File: src/rtl/ldtu_decoder_pkg.sv
// LDTU word decoder: shared codes, FSM encoding and word classification.
// Imported by the decoder top and its word FIFO.
package ldtu_decoder_pkg;

  localparam int FIFO_DEPTH = 4;
  localparam int PTR_W      = $clog2(FIFO_DEPTH);

  localparam logic [1:0]  PFX_BASE5 = 2'b01;
  localparam logic [1:0]  PFX_BASEN = 2'b10;
  localparam logic [5:0]  PFX_SIG2  = 6'b001010;
  localparam logic [5:0]  PFX_SYNC  = 6'b001011;
  localparam logic [12:0] SYNC_PAT  = 13'b0101010101010;
  localparam logic [12:0] HDR_PAT   = 13'b1111000001111;
  localparam logic [31:0] IDLE_WORD = 32'hF000_0000;
  localparam logic [3:0]  FB_PFX    = 4'b1111;

  typedef enum logic {
    S_IDLE,
    S_UNPACK
  } state_t;

  typedef enum logic [2:0] {
    K_ERR,
    K_IDLE,
    K_BASE5,
    K_BASEN,
    K_SIG2,
    K_SYNC,
    K_HDR,
    K_FB
  } kind_t;

  typedef struct packed {
    kind_t      kind;
    logic [2:0] cnt;
  } dec_t;

  // Every word takes at least one unpack cycle, even when nothing is emitted.
  function automatic dec_t classify(input logic [31:0] w,
                                    input logic fb);
    dec_t d;
    d.kind = K_ERR;
    d.cnt  = 3'd1;
    if (fb) begin
      if (w[31:28] == FB_PFX) begin
        d.kind = K_FB;
        d.cnt  = 3'd2;
      end
    end else begin
      unique case (1'b1)
        w == IDLE_WORD: d.kind = K_IDLE;
        w[31:30] == PFX_BASE5: begin
          d.kind = K_BASE5;
          d.cnt  = 3'd5;
        end
        w[31:30] == PFX_BASEN: begin
          if (w[29:24] != 6'd0 && w[29:24] <= 6'd4) begin
            d.kind = K_BASEN;
            d.cnt  = w[26:24];
          end
        end
        w[31:26] == PFX_SIG2: begin
          d.kind = K_SIG2;
          d.cnt  = 3'd2;
        end
        w[31:26] == PFX_SYNC && w[25:13] == SYNC_PAT:
          d.kind = K_SYNC;
        w[31:26] == PFX_SYNC && w[25:13] == HDR_PAT:
          d.kind = K_HDR;
        default: ;
      endcase
    end
    return d;
  endfunction

  function automatic logic [12:0] sample_of(input logic [29:0] w,
                                            input kind_t k,
                                            input logic [2:0] idx);
    logic [5:0]  b;
    logic [12:0] s;
    case (idx)
      3'd0:    b = w[5:0];
      3'd1:    b = w[11:6];
      3'd2:    b = w[17:12];
      3'd3:    b = w[23:18];
      default: b = w[29:24];
    endcase
    case (k)
      K_BASE5, K_BASEN: s = {7'd0, b};
      K_SIG2, K_FB:     s = (idx == 3'd0) ? w[12:0] : w[25:13];
      K_SYNC, K_HDR:    s = w[12:0];
      default:          s = 13'd0;
    endcase
    return s;
  endfunction

  function automatic logic fb_par_ok(input logic [27:0] w);
    return (w[26] == ~^w[12:0]) && (w[27] == ~^w[25:13]);
  endfunction

endpackage

File: src/rtl/ldtu_decoder_if.sv
// LDTU decoder word inputs and decoded sample outputs.
// master drives words, slave is the decoder.
interface ldtu_decoder_if;
  logic        fallback;
  logic [31:0] DATA_32;
  logic        Load;
  logic [31:0] DATA_32_FB;
  logic        Load_FB;
  logic [12:0] DATA_out;
  logic        Valid_out;
  logic        Orbit_out;
  logic        Frame_err;
  logic        Parity_err;
  logic        Overflow;

  modport master (
    output fallback, DATA_32, Load, DATA_32_FB, Load_FB,
    input  DATA_out, Valid_out, Orbit_out,
    input  Frame_err, Parity_err, Overflow
  );

  modport slave (
    input  fallback, DATA_32, Load, DATA_32_FB, Load_FB,
    output DATA_out, Valid_out, Orbit_out,
    output Frame_err, Parity_err, Overflow
  );
endinterface

File: src/rtl/ldtu_dec_fifo.sv
// 4-deep 32-bit word FIFO with synchronous active-low reset and flush.
// A push into a full FIFO only lands when a pop happens the same cycle.
module ldtu_dec_fifo
  import ldtu_decoder_pkg::*;
(
  input  logic        CLK,
  input  logic        rst_b,
  input  logic        clr,
  input  logic        push,
  input  logic        pop,
  input  logic [31:0] din,
  output logic [31:0] dout,
  output logic        full,
  output logic        empty
);
  localparam int CW = PTR_W + 1;
  localparam logic [CW-1:0]    FULL_CNT = CW'(FIFO_DEPTH);
  localparam logic [CW-1:0]    CNT_ONE  = CW'(1);
  localparam logic [PTR_W-1:0] PTR_ONE  = PTR_W'(1);

  logic [31:0]      mem [FIFO_DEPTH];
  logic [PTR_W-1:0] wr_ptr;
  logic [PTR_W-1:0] rd_ptr;
  logic [CW-1:0]    count;
  logic             do_push;
  logic             do_pop;

  assign empty   = count == '0;
  assign full    = count == FULL_CNT;
  assign do_pop  = pop && !empty;
  assign do_push = push && (!full || do_pop);
  assign dout    = mem[rd_ptr];

  always_ff @(posedge CLK) begin
    if (!rst_b || clr) begin
      wr_ptr <= '0;
      rd_ptr <= '0;
      count  <= '0;
    end else begin
      if (do_push) wr_ptr <= wr_ptr + PTR_ONE;
      if (do_pop)  rd_ptr <= rd_ptr + PTR_ONE;
      unique case ({do_push, do_pop})
        2'b10:   count <= count + CNT_ONE;
        2'b01:   count <= count - CNT_ONE;
        default: ;
      endcase
    end
  end

  always_ff @(posedge CLK) begin
    if (do_push) mem[wr_ptr] <= din;
  end

endmodule

File: src/rtl/ldtu_decoder.sv
// LDTU decoder top: word capture, FIFO, and one-sample-per-cycle unpacker.
// All outputs are registered; DATA_out holds between valid samples.
module ldtu_decoder
  import ldtu_decoder_pkg::*;
(
  input logic           CLK,
  input logic           rst_b,
  ldtu_decoder_if.slave bus
);
  logic        fb_q;
  logic        flush;
  logic        push;
  logic        pop;
  logic        full;
  logic        empty;
  logic [31:0] din;
  logic [31:0] head;
  dec_t        d_head;

  state_t      state;
  logic [29:0] word_q;
  kind_t       kind_q;
  logic [2:0]  cnt_q;
  logic [2:0]  idx_q;
  logic        last;
  logic        emit;
  logic [12:0] smp;

  logic [12:0] data_q;
  logic        valid_q;
  logic        orbit_q;
  logic        ferr_q;
  logic        perr_q;
  logic        ovf_q;

  // A mode change drops everything queued under the old mode.
  assign flush = bus.fallback != fb_q;
  assign din   = bus.fallback ? bus.DATA_32_FB : bus.DATA_32;
  assign push  = (bus.fallback ? bus.Load_FB : bus.Load) && !flush;

  assign last = idx_q == (cnt_q - 3'd1);
  assign pop  = !flush && !empty &&
                (state == S_IDLE || (state == S_UNPACK && last));

  assign d_head = classify(head, fb_q);
  assign emit   = kind_q != K_ERR && kind_q != K_IDLE;
  assign smp    = sample_of(word_q, kind_q, idx_q);

  ldtu_dec_fifo u_fifo (
    .CLK   (CLK),
    .rst_b (rst_b),
    .clr   (flush),
    .push  (push),
    .pop   (pop),
    .din   (din),
    .dout  (head),
    .full  (full),
    .empty (empty)
  );

  always_ff @(posedge CLK) begin
    if (!rst_b) begin
      fb_q    <= bus.fallback;
      state   <= S_IDLE;
      word_q  <= '0;
      kind_q  <= K_ERR;
      cnt_q   <= '0;
      idx_q   <= '0;
      data_q  <= '0;
      valid_q <= 1'b0;
      orbit_q <= 1'b0;
      ferr_q  <= 1'b0;
      perr_q  <= 1'b0;
      ovf_q   <= 1'b0;
    end else begin
      fb_q    <= bus.fallback;
      valid_q <= 1'b0;
      orbit_q <= 1'b0;
      ferr_q  <= 1'b0;
      perr_q  <= 1'b0;
      ovf_q   <= push && full && !pop;
      if (flush) begin
        state <= S_IDLE;
      end else begin
        if (state == S_UNPACK) begin
          valid_q <= emit;
          if (emit) data_q <= smp;
          orbit_q <= kind_q == K_HDR;
          ferr_q  <= kind_q == K_ERR;
          perr_q  <= kind_q == K_FB && idx_q == 3'd0 &&
                     !fb_par_ok(word_q[27:0]);
          idx_q   <= idx_q + 3'd1;
          if (last && empty) state <= S_IDLE;
        end
        if (pop) begin
          state  <= S_UNPACK;
          word_q <= head[29:0];
          kind_q <= d_head.kind;
          cnt_q  <= d_head.cnt;
          idx_q  <= '0;
        end
      end
    end
  end

  assign bus.DATA_out   = data_q;
  assign bus.Valid_out  = valid_q;
  assign bus.Orbit_out  = orbit_q;
  assign bus.Frame_err  = ferr_q;
  assign bus.Parity_err = perr_q;
  assign bus.Overflow   = ovf_q;

endmodule
File: src/flat_wrapper.sv
// flat-port wrapper written by rule: the top's interface ports become plain ports
module ldtu_decoder_flat import ldtu_decoder_pkg::*;
  (CLK, rst_b, bus_fallback, bus_DATA_32, bus_Load, bus_DATA_32_FB, bus_Load_FB, bus_DATA_out, bus_Valid_out, bus_Orbit_out, bus_Frame_err, bus_Parity_err, bus_Overflow);
  ldtu_decoder_if bus_i ();
  input logic CLK;
  input logic rst_b;
  input wire logic [$bits(bus_i.fallback)-1:0] bus_fallback;
  input wire logic [$bits(bus_i.DATA_32)-1:0] bus_DATA_32;
  input wire logic [$bits(bus_i.Load)-1:0] bus_Load;
  input wire logic [$bits(bus_i.DATA_32_FB)-1:0] bus_DATA_32_FB;
  input wire logic [$bits(bus_i.Load_FB)-1:0] bus_Load_FB;
  output wire logic [$bits(bus_i.DATA_out)-1:0] bus_DATA_out;
  output wire logic [$bits(bus_i.Valid_out)-1:0] bus_Valid_out;
  output wire logic [$bits(bus_i.Orbit_out)-1:0] bus_Orbit_out;
  output wire logic [$bits(bus_i.Frame_err)-1:0] bus_Frame_err;
  output wire logic [$bits(bus_i.Parity_err)-1:0] bus_Parity_err;
  output wire logic [$bits(bus_i.Overflow)-1:0] bus_Overflow;
  assign bus_i.fallback = bus_fallback;
  assign bus_i.DATA_32 = bus_DATA_32;
  assign bus_i.Load = bus_Load;
  assign bus_i.DATA_32_FB = bus_DATA_32_FB;
  assign bus_i.Load_FB = bus_Load_FB;
  assign bus_DATA_out = bus_i.DATA_out;
  assign bus_Valid_out = bus_i.Valid_out;
  assign bus_Orbit_out = bus_i.Orbit_out;
  assign bus_Frame_err = bus_i.Frame_err;
  assign bus_Parity_err = bus_i.Parity_err;
  assign bus_Overflow = bus_i.Overflow;
  ldtu_decoder u_core (.CLK(CLK), .rst_b(rst_b), .bus(bus_i));
endmodule
File: config.mk
export PLATFORM = sky130hd
export DESIGN_NAME = ldtu_decoder_flat
export DESIGN_NICKNAME = d
export VERILOG_FILES = /design/src/rtl/ldtu_decoder_pkg.sv /design/src/rtl/ldtu_decoder_if.sv /design/src/rtl/ldtu_dec_fifo.sv /design/src/rtl/ldtu_decoder.sv /design/src/flat_wrapper.sv
export SDC_FILE = /design/constraint.sdc
export NUM_CORES = 1
export LEC_CHECK = 0
export BUFFER_PORTS_ARGS = -buffer_cell sky130_fd_sc_hd__buf_2
export CORE_ASPECT_RATIO = 0.6
export CORE_MARGIN = 2
export CORE_UTILIZATION = 50
export CTS_CLUSTER_DIAMETER = 80
export DETAILED_ROUTE_END_ITERATION = 8
export PLACE_DENSITY = 0.68
export SLEW_MARGIN = 20
export SYNTH_ARGS = -nofsm -noshare
export SYNTH_HDL_FRONTEND = slang
export SYNTH_SLANG_ARGS = --single-unit
File: constraint.sdc
create_clock -name CLK -period 3.2 [get_ports CLK]
set_input_delay 0.64 -clock CLK [delete_from_list [all_inputs] [get_ports CLK]]
set_output_delay 0.64 -clock CLK [all_outputs]
set_load 0.005 [all_outputs]
==> flow_metrics.tcl <==
set metrics [dict create \
    die_y_um 106 \
    grt_start_max_net_pins 42 \
    synth.area.mux_share 0.148 \
    layout.cells.most_common_list "edfxtp_1 (128), buf_2 (86), nand2_1 (75), dfxtp_1 (67), a21oi_1 (56)" \
    synth_top_family_by_area "multiplexers" \
    diodes 0 \
    ys_seq_elements 196 \
    drc 0 \
    die_area_mm2 0.0184 \
    io_buffer_count 86 \
    hold_violations 0 \
    crit_fanout 4 \
    slowest_stage "fa_1" \
    dp_hpwl_um 13300 \
    yosys.area_share.xor_xnor 0.0382 \
    crit_path_end_kind "register" \
    final_common_cell "edfxtp_1" \
    grt_pass1_vias 5510 \
    drt_first_pass_iters 6 \
    overflow 0 \
    setup_viol 0 \
    finClkSkew_ns 0.0136 \
    finalSetupTns_ns 0 \
    period_needed_ns 2.68 \
    worstSetupPathType "register to register" \
    grt_pass1_wl_um 30600 \
    synth_nets 710 \
    cts_buffers 17 \
    wirelength_um 19100 \
    antenna_found_initial 0 \
    netlist_area_mm2 0.00864 \
    run_status "finished clean" \
    crit_arrival_ns 3.04 \
    rsz0062_at_grt "false" \
    placeableCoreArea_mm2 0.0170 \
    initial_utilization 0.507 \
    cellPowerDensity_mw_per_mm2 553 \
    vias 5546 \
    postCtsHoldBufs 0 \
    reg2reg_slack_ns 0.52 \
    synthFlopType "edfxtp_1" \
    synth_adder_area_share 0.0168 \
    h-tree-depth 4 \
    postCtsSetupRepairBufs 0 \
    detail_route.wl_per_cell_um 19.7 \
    cts_tree "yes" \
    worstHoldStart "u_core.word_q[29]" \
    clk_pin_slew_worst_paths_ns 0.07 \
    max_stage_delay_ns 0.46 \
    power.leakage_nw 3.44 \
    synth_cell_types 59 \
    period_share 0.838 \
    cts.sinks 196 \
    nets 802 \
    drv_cap 0 \
    ir_worst_vdd_v 0.000310 \
    synth_compound_area_frac 0.0837 \
    yosysSeqAreaShare 0.602 \
    critPathRequiredTime_ns 3.56 \
    timing.rr.start "u_core.cnt_q[0]" \
    drv_slew 0 \
    syn_inst 630 \
    synth.avg_cell_area_um2 13.7 \
    clk_latency_ns 0.44 \
    ctsResizeCount 0 \
    drive_above_1_share 0.285 \
    clockBufferDepth 2 \
    detail-route-antenna-nets 0 \
    rows 37 \
    start_kind "register" \
    yosys_warnings 0 \
    area_growth_pct 15.3 \
    fmax_mhz 373 \
    vias_per_cell 5.73 \
    tightest_slew_ns 0.827 \
    total_power_mw 5.51 \
    synth_edf_count 128 \
    startpoint "u_core.cnt_q[0]" \
    slew_headroom 0.447 \
    dieWidth_um 174 \
    num_io_pins 87 \
    drt_iter0_drc 543 \
    cts-root-buf "clkbuf_16" \
    async_flop_share 0 \
    synth_simple_gate_area_frac 0.0817 \
    path_cells "inv_1 > ha_1 > xnor2_1 > o31a_1 > nor3_1 > inv_1 > fa_1 > mux2i_1 > mux2i_1" \
    grtUsageTotal 0.221 \
    globalplace.congestion 0.880 \
    hp-class "register to register" \
]
==> logic make-up after synthesis <==
group,count (synthesis)
adders and majority gates,11
xor gates and xnor gates,36
buffers and inverters,45
and+or+nand+nor,151
DFF,196
AOI/OAI and AO/OA,112
muxes,79
==> layer usage <==
| metal | global-route usage | share of wire |
|---|---|---|
| met5 | 0 | 0 |
| met2 | 0.332 | 0.44 |
| met1 | 0.328 | 0.47 |
| met4 | 0.0504 | 0.010 |
| met3 | 0.0501 | 0.080 |
==> critical path, delay by kind of cell, from the launching register on <==
family                     cells  cell delay [ns]
muxes                          2             0.42
xor gates and xnor gates       1             0.16
adders and majority gates      2             0.77
AOI/OAI and AO/OA              1             0.35
DFF                            1             0.41
buffers and inverters          2             0.17
and+or+nand+nor                1             0.32
==> per-stage QoR <==
stage                     area [um2]  cells  hold WS, ns  utilization  setup slack (ns)
after floorplan                 8640    630        0.436            -             0.237
after global placement          9360    937        0.455        0.549             0.520
after detailed placement        9360    937        0.466        0.549             0.342
after CTS                       9960    968        0.476        0.585             0.520
after global routing            9960    968        0.502        0.585             0.387
final                           9960    968        0.472        0.585             0.519
==> area by class of cell <==
type / instances / area [um2]
clock inverter: 14 / 173
inverter: 15 / 56.3
sequential: 196 / 5210
clock buffer: 17 / 425
timing repair buffer: 103 / 621
tap: 234 / 293
fill: 1363 / 7080
multi-input combinational: 389 / 3180
==> synth_stat cells (3+ instances only) <==
cell / n / area (um2)
nor3_1: 8 / 40.0
xnor2_1: 29 / 254
clkbuf_8: 4 / 55.1
ha_1: 10 / 125
and3_1: 4 / 25.0
o211ai_1: 14 / 105
buf_6: 3 / 33.8
a221oi_1: 4 / 35.0
a2bb2oi_1: 6 / 52.6
dfxtp_1: 68 / 1360
mux4_1: 10 / 263
edfxtp_1: 128 / 3840
o21ai_0: 7 / 35.0
nor4_1: 4 / 25.0
mux2i_1: 8 / 80.1
a21oi_1: 56 / 280
mux2_2: 39 / 439
mux4_2: 21 / 473
a222oi_1: 6 / 60.1
a211oi_1: 4 / 30.0
nand3_1: 7 / 35.0
xor2_1: 6 / 52.6
nand2_1: 75 / 282
nor2_1: 26 / 97.6
clkbuf_1: 19 / 71.3
or3_1: 4 / 25.0
nand4_1: 7 / 43.8
inv_1: 14 / 52.6
==> sequential cells by signal, indices dropped and copies added, names as in the netlist, named ones only <==
signal and flops:
u_core.state 1, u_core.bus.Valid_out 1, u_core.u_fifo.mem 128, u_core.bus.Parity_err 1
u_core.word_q 30, u_core.fb_q 1, u_core.bus.Overflow 1, u_core.u_fifo.rd_ptr 2
u_core.bus.Orbit_out 1, u_core.bus.DATA_out 13, u_core.bus.Frame_err 1, u_core.kind_q 3
u_core.u_fifo.count 3, u_core.cnt_q 3, u_core.u_fifo.wr_ptr 2, u_core.idx_q 3
==> power breakdown <==
| group | switching (mW) | internal, mW | leakage, nW |
|---|---|---|---|
| Combinational | 0.313 | 0.249 | 1.44 |
| Clock | 1.05 | 1.06 | 0.290 |
| Sequential | 0.0685 | 2.77 | 1.71 |
==> worst paths after layout <==
kind | end | cells past startpoint
max | u_core.u_fifo.count[2] | 9
min | u_core.word_q[29] | 2
max reg2reg | u_core.u_fifo.count[2] | 9
min reg2reg | u_core.word_q[29] | 2
Power figures use the tool's default switching activity.
